<file path="src/rtl/cpu_pkg.sv">
// Shared CPU definitions: opcode values, instruction field positions and sequencer FSM states.
// Pure declarations; no logic or timing of its own.
package cpu_pkg;

  localparam logic [3:0] OP_SET    = 4'd0;
  localparam logic [3:0] OP_COPY   = 4'd1;
  localparam logic [3:0] OP_ADD    = 4'd2;
  localparam logic [3:0] OP_INC    = 4'd3;
  localparam logic [3:0] OP_SUB    = 4'd4;
  localparam logic [3:0] OP_DEC    = 4'd5;
  localparam logic [3:0] OP_AND    = 4'd6;
  localparam logic [3:0] OP_OR     = 4'd7;
  localparam logic [3:0] OP_XOR    = 4'd8;
  localparam logic [3:0] OP_SKIPIF = 4'd9;
  localparam logic [3:0] OP_HALT   = 4'd10;
  localparam logic [3:0] OP_NOP    = 4'd15;

  localparam int OPC_HI = 11;
  localparam int OPC_LO = 8;
  localparam int DST_HI = 7;
  localparam int DST_LO = 4;
  localparam int SRC_HI = 3;
  localparam int SRC_LO = 0;

  typedef enum logic [2:0] {
    S_IDLE   = 3'd0,
    S_FETCH  = 3'd1,
    S_ISSUE  = 3'd2,
    S_EXEC   = 3'd3,
    S_HALTED = 3'd4
  } state_t;

  // Opcodes 11..14 are unassigned; they still execute as NOPs but are flagged.
  function automatic logic is_illegal(input logic [3:0] op);
    return (op >= 4'd11) && (op <= 4'd14);
  endfunction

endpackage

</file>
<file path="src/rtl/instr_sequencer.sv">
// Fetch/issue/execute sequencer: drives the PC, presents instruction fields to the decoder, steps on skip/halt.
// Three cycles per instruction with zero-wait memory; every memory wait cycle stretches FETCH by one.
module instr_sequencer
  import cpu_pkg::*;
#(
  parameter int PC_W = 8,
  parameter int IW   = 12
) (
  input  logic            clk,
  input  logic            reset,
  input  logic            start,
  output logic [PC_W-1:0] imem_addr,
  output logic            imem_req,
  input  logic            imem_valid,
  input  logic [IW-1:0]   imem_data,
  output logic [3:0]      opcode,
  output logic [3:0]      dst,
  output logic [3:0]      src,
  output logic            issue,
  input  logic            skip_in,
  input  logic            halt_in,
  input  logic            cond,
  output logic            halted,
  output logic            illegal,
  output logic [15:0]     retired
);

  localparam logic [PC_W-1:0] PC_ONE = PC_W'(1);
  localparam logic [PC_W-1:0] PC_TWO = PC_W'(2);

  state_t          r_state;
  logic [PC_W-1:0] r_pc;
  logic            r_req;
  logic [3:0]      r_opcode;
  logic [3:0]      r_dst;
  logic [3:0]      r_src;
  logic            r_issue;
  logic            r_illegal;
  logic            r_halted;
  logic [15:0]     r_retired;

  logic [3:0]      w_fetch_op;
  logic [PC_W-1:0] w_pc_step;

  assign w_fetch_op = imem_data[OPC_HI:OPC_LO];
  // Halt outranks skip; a skip needs both the decoder request and the datapath condition.
  assign w_pc_step  = (!halt_in && skip_in && cond) ? PC_TWO : PC_ONE;

  always_ff @(posedge clk) begin
    if (!reset) begin
      r_state   <= S_IDLE;
      r_pc      <= '0;
      r_req     <= 1'b0;
      r_opcode  <= OP_NOP;
      r_dst     <= 4'd0;
      r_src     <= 4'd0;
      r_issue   <= 1'b0;
      r_illegal <= 1'b0;
      r_halted  <= 1'b0;
      r_retired <= 16'd0;
    end else begin
      r_issue   <= 1'b0;
      r_illegal <= 1'b0;
      case (r_state)
        S_IDLE: begin
          if (start) begin
            r_req   <= 1'b1;
            r_state <= S_FETCH;
          end
        end
        S_FETCH: begin
          if (imem_valid) begin
            r_opcode  <= w_fetch_op;
            r_dst     <= imem_data[DST_HI:DST_LO];
            r_src     <= imem_data[SRC_HI:SRC_LO];
            r_issue   <= 1'b1;
            r_illegal <= is_illegal(w_fetch_op);
            r_req     <= 1'b0;
            r_state   <= S_ISSUE;
          end
        end
        S_ISSUE: r_state <= S_EXEC;
        S_EXEC: begin
          if (r_retired != 16'hFFFF) r_retired <= r_retired + 16'd1;
          r_pc <= r_pc + w_pc_step;
          if (halt_in) begin
            r_halted <= 1'b1;
            r_state  <= S_HALTED;
          end else begin
            r_req   <= 1'b1;
            r_state <= S_FETCH;
          end
        end
        S_HALTED: begin
          if (start) begin
            r_halted <= 1'b0;
            r_req    <= 1'b1;
            r_state  <= S_FETCH;
          end
        end
        default: r_state <= S_IDLE;
      endcase
    end
  end

  assign imem_addr = r_pc;
  assign imem_req  = r_req;
  assign opcode    = r_opcode;
  assign dst       = r_dst;
  assign src       = r_src;
  assign issue     = r_issue;
  assign illegal   = r_illegal;
  assign halted    = r_halted;
  assign retired   = r_retired;

endmodule

</file>
<file path="config.mk">
export PLATFORM = sky130hd
export DESIGN_NAME = instr_sequencer
export DESIGN_NICKNAME = d
export VERILOG_FILES = /design/src/rtl/cpu_pkg.sv /design/src/rtl/instr_sequencer.sv
export SDC_FILE = /design/constraint.sdc
export NUM_CORES = 1
export LEC_CHECK = 0
export BUFFER_PORTS_ARGS = -buffer_cell sky130_fd_sc_hd__buf_4
export CAP_MARGIN = 20
export CORE_UTILIZATION = 30
export DETAILED_ROUTE_END_ITERATION = 16
export PLACE_DENSITY = 0.57
export SYNTH_ARGS = -nofsm -noshare
export SYNTH_HDL_FRONTEND = slang
export SYNTH_SLANG_ARGS = --single-unit
</file>
<file path="constraint.sdc">
create_clock -name clk -period 1.95 [get_ports clk]
set_clock_uncertainty 0.2 [all_clocks]
set_input_delay 0 -clock clk [delete_from_list [all_inputs] [get_ports clk]]
set_output_delay 0 -clock clk [all_outputs]
set_load 0.05 [all_outputs]
</file>
### Yosys cells after proc, flatten, opt, wreduce, memory -nomap -nowiden

Cells that the tools add are included.

| word-level totals | value |
|---|---|
| logic and storage cells | 52 |
| bits in registers | 43 |
| input port bits | 19 |

| operators by class | value |
|---|---|
| reductions and logical operators | 15 |
| add/subtract/negate cells | 2 |
| equality and inequality tests | 10 |
| $lt $le $gt $ge | 2 |
| mux-type cells | 13 |

Operators with widths:

| kind | number |
|---|---|
| adder 16 x 1 -> 16 bit, second input constant | 1 |
| != test 16 bit, second input constant | 1 |
| case mux 3 bit (4 select lines) | 1 |
| two-way mux 3 bit | 3 |
| adder 8 x 2 -> 8 bit | 1 |
| != test 2 bit, second input constant | 4 |
| AND reduction 2 bit | 4 |
| equality test 3 x 2 -> 1 bit, second input constant | 2 |
| two-way mux 1 bit | 6 |
| AND reduction 3 bit | 2 |
| greater-or-equal comparator 4 bit, second input constant | 1 |
| <= comparator 4 bit, second input constant | 1 |
| AND reduction 4 bit | 1 |
| equality test 3 x 1 -> 1 bit, second input constant | 1 |
| equality test 3 bit, second input constant | 1 |
| logical AND 1 bit | 3 |
| zero test 3 bit | 1 |
| case mux 1 bit (3 select lines) | 1 |
| nonzero test 3 bit | 1 |
| two-way mux 2 bit | 1 |
| != test 2 x 1 -> 1 bit, second input constant | 1 |
| case mux 1 bit (2 select lines) | 1 |
| nonzero test 2 bit | 1 |
| OR reduction 2 bit | 1 |
| zero test 1 bit | 1 |

### Depth between registers and ports, before layout

| depth | value |
|---|---|
| depth in word-level cells | 5 |
| gate-level depth with buffers | 9 |
| depth with buffers taken out | 9 |

### Worst setup path after synthesis

No wires, ideal clock.

| path | value |
|---|---|
| kind | register to register |
| start point | reg r_retired[5], in the netlist retired[5] |
| end point | reg r_retired[15], in the netlist retired[15] |
| setup time | 0.116 ns |
| arrival time | 2.022 ns |
| stages on the path, launching flop included | 5 |
| path slack | -0.388 ns |
| required time | 1.634 ns |
| path buffers | 0 |
| cells stage by stage | dfxtp_1 -> nand4_4 -> or3_4 -> or4_1 -> o211a_1 |

| on the way | value |
|---|---|
| cells in the longest elaborated chain, start to end | 2 |

RTL lines:

| element | line | source |
|---|---|---|
| start: declaration | instr_sequencer.sv:40 | `logic [15:0] r_retired;` |
| start signal: assignment | instr_sequencer.sv:84 | `if (r_retired != 16'hFFFF) r_retired <= r_retired + 16'd1;` |
| branches (longest 2 deep; another with adder 16 x 1 -> 16 bit) | -- |  |

Several ways; the timed one is not identified.
A chain may end at the register's enable or synchronous reset.

### Worst setup path after layout

| path | value |
|---|---|
| start point | reg r_retired[8], in the netlist retired[8] |
| end point | reg r_retired[15], in the netlist retired[15] |

The elaborated chain is that of the path after synthesis.

==> metrics.md <==
| Metric | Value |
|---|---|
| Vias per cell | `4.90` |
| Post-synth EDFFs | `0` |
| Net count after synthesis | `257` |
| Final setup vio count | `0` |
| Max incr delay on CP | `0.51 ns` |
| Seq/Total Area, Yosys | `43.8%` |
| Clock Pin Slew Worst Setup and Hold Paths | `0.09 ns` |
| Final core utilization | `44.6%` |
| Routed wire length | `4760 um` |
| Tcrit/Tclk final | `95.5%` |
| Number of violations reported at the end of detailed-routing iteration 0 | `59` |
| Hold Violations, Final | `1` |
| Final min period | `1.86 ns` |
| DIE AREA | `6870 um^2` |
| CP max stage cell | `or4_1` |
| Mapped cell area | `1960 um^2` |
| Post-synthesis register bit count | `43` |
| Die H | `82.9 um` |
| Footprint of the multi-input gates | `1040 um^2` |
| Largest net degree at the start of global routing | `25` |
| Area grow syn2layout | `44.3%` |
| Fill cell count | `637` |
| Worst-Margin Slew | `0.464 ns` |
| Top delay family on crit path | `simple AND/OR/NAND/NOR gates` |
| Synth Instances | `234` |
| Layout cell share with drive strength beyond 1 | `31.9%` |
| Power density cells | `624 nW/um^2` |
| Crit end category | `flip-flop` |
| Status | `finished, violations left` |
| Final nets | `339` |
| CTS tree | `yes` |
| Max Cap Viol | `0` |
| Most common cell after layout, fill and taps aside | `buf_4` |
| Grt ovf | `0` |
| Leakage | `0.00115 uW` |
| CTS root buffer | `clkbuf_8` |
| FFs w/ async S/R, synth | `0%` |
| Initial core utilization | `30.9%` |
| IR Drop Worst-Case VDD | `0.285 mV` |
| Register area | `895 um^2` |
| Setup repair after global routing missed its margin | `no` |
| Main synth FF type | `dfxtp_1` |
| Synthesized area per cell | `8.39 um^2` |
| Total track usage | `14.4%` |
| Crit path kind | `flip-flop to flip-flop` |
| HP Class | `input port to flip-flop` |
| CP Data Arrival Time | `1.86 ns` |
| Routed vias | `1,930` |
| Fin Hold WS | `-0.00465 ns` |
| Cell Rows | `29` |
| CP cell instances | `nand3_4 -> or3_4 -> or4_1 -> o211a_1` |
| CTS Buffer Depth | `2` |
| CP max FO | `7` |
| Initial antenna violation count | `0` |
| First-pass GRT wire length | `7980 um` |
| Skew-Pair Late Insertion Delay | `0.30 ns` |
| Worst path bufs/invs | `0` |
| TritonCTS buffer count | `5` |
| Htree depth | `2` |
| Count of cell types in the netlist | `43` |
| Pins Over Slew Limit | `0` |
| FMAX | `537 MHz` |
| Total chip power | `1770 uW` |
| Worst Path Required | `1.94 ns` |
| Yosys warnings | `0` |
| Routed wire per std cell | `12.1 um` |
| Post-DP HPWL | `3340 um` |
| Slew margin rel. | `69.0%` |
| Port Buffers | `58` |
| CTS sink cnt | `43` |
| Final GP Congestion | `0.742` |
| ANT cells | `0` |
| Most frequent cells in the layout | `buf_4 (71), nand2_1 (41), dfxtp_1 (28)` |
| Top Ports | `59` |
| Residual DRC | `2` |
| Failing checks | `design-rule violations, negative hold slack` |
| CP Launch Type | `flip-flop` |
| Die width | `82.9 um` |
| Vias in the first global route | `1,756` |
| ANT nets after route | `0` |
| Floorplan Core Area | `6350 um^2` |
| Drt pass-1 iters | `10` |
[cell usage after synthesis, types with 5 or more instances]
master	count	area, um^2
dfxtp_1	43	861
nand2_1	42	158
a21oi_1	27	135
nor2_1	12	45.0
clkbuf_1	9	33.8
nand3_1	9	45.0
nor2b_1	7	43.8
o21ai_0	7	35.0
or4_1	7	52.6
inv_1	6	22.5
nor4_1	5	31.3
o31ai_1	5	37.5
[worst min-delay path, cell delays in order]
cell	delay (ns)
buf_4	0.09
or2_2	0.14
fa_1	0.16
a211oi_1	0.06
[final cells by class]
| cell class | instances | share of cell area, % |
|---|---|---|
| well taps | 77 | 3.40 |
| flip-flops and latches | 43 | 31.6 |
| repair buffers | 87 | 24.5 |
| clock buffers | 6 | 2.56 |
| multi-input cells | 172 | 36.7 |
| inverters | 7 | 0.928 |
| clock inverters | 2 | 0.398 |
[logic make-up after synthesis]
family | Yosys count | synth area share [%]
muxes | 4 | 2.04
adders and majority gates | 4 | 2.93
AOI/OAI and AO/OA | 47 | 14.1
xor gates and xnor gates | 5 | 2.23
DFF | 43 | 43.8
and+or+nand+nor | 112 | 30.9
buffers and inverters | 19 | 3.95
[what timing repair did]
| item | 4_1_cts | 5_1_grt |
|---|---|---|
| endpoints found under the setup margin | 0 | 6 |
| endpoints found under the hold margin | 27 | 0 |
| hold buffers | 16 | 0 |
| gates resized for setup | 0 | 3 |
| buffers inserted | 0 | 0 |
[per-layer routing]
metal	global-route usage [%]	vias up	share of wire, %
li1	-	991	-
met1	18.2	893	47
met2	23.4	41	47
met3	3.58	5	4.0
met4	6.11	0	1.7
met5	0	-	0
[path summary, 6_finish.rpt]
kind / from / to / slack, ns / cells past startpoint
worst min-delay path: halt_in / imem_addr[1] / -0.005 / 4
worst max register to register: retired[8] / retired[15] / 0.09 / 4
worst min register to register: dst[1] / dst[1] / 0.26 / 2
worst max-delay path: retired[8] / retired[15] / 0.09 / 4
[flip-flops by register name, indices dropped and copies added, names as in the netlist]
| signal | count |
|---|---|
| r_state | 3 |
| issue | 1 |
| src | 4 |
| opcode | 4 |
| imem_req | 1 |
| retired | 16 |
| illegal | 1 |
| imem_addr | 8 |
| dst | 4 |
| halted | 1 |
[power by group]
part | internal [uW] | switching, uW
combinational | 121 | 167
clock | 252 | 319
sequential | 895 | 14.8
[metrics by stage]
stage / cells / instance area, um^2 / hold slack [ns] / setup TNS, ns / setup slack (ns)
finish: 394 / 2830 / -0.00465 / 0 / 0.0886
global route: 394 / 2830 / 0.0290 / 0 / 0.00267
CTS: 394 / 2820 / -0.000759 / 0 / 0.0748
detailed placement: 370 / 2570 / 0.0255 / 0 / 0.0674
global placement: 370 / 2570 / 0.0241 / 0 / 0.115
floorplan: 234 / 2000 / -0.0757 / -0.0320 / -0.0320
Power figures use the tool's default switching activity.
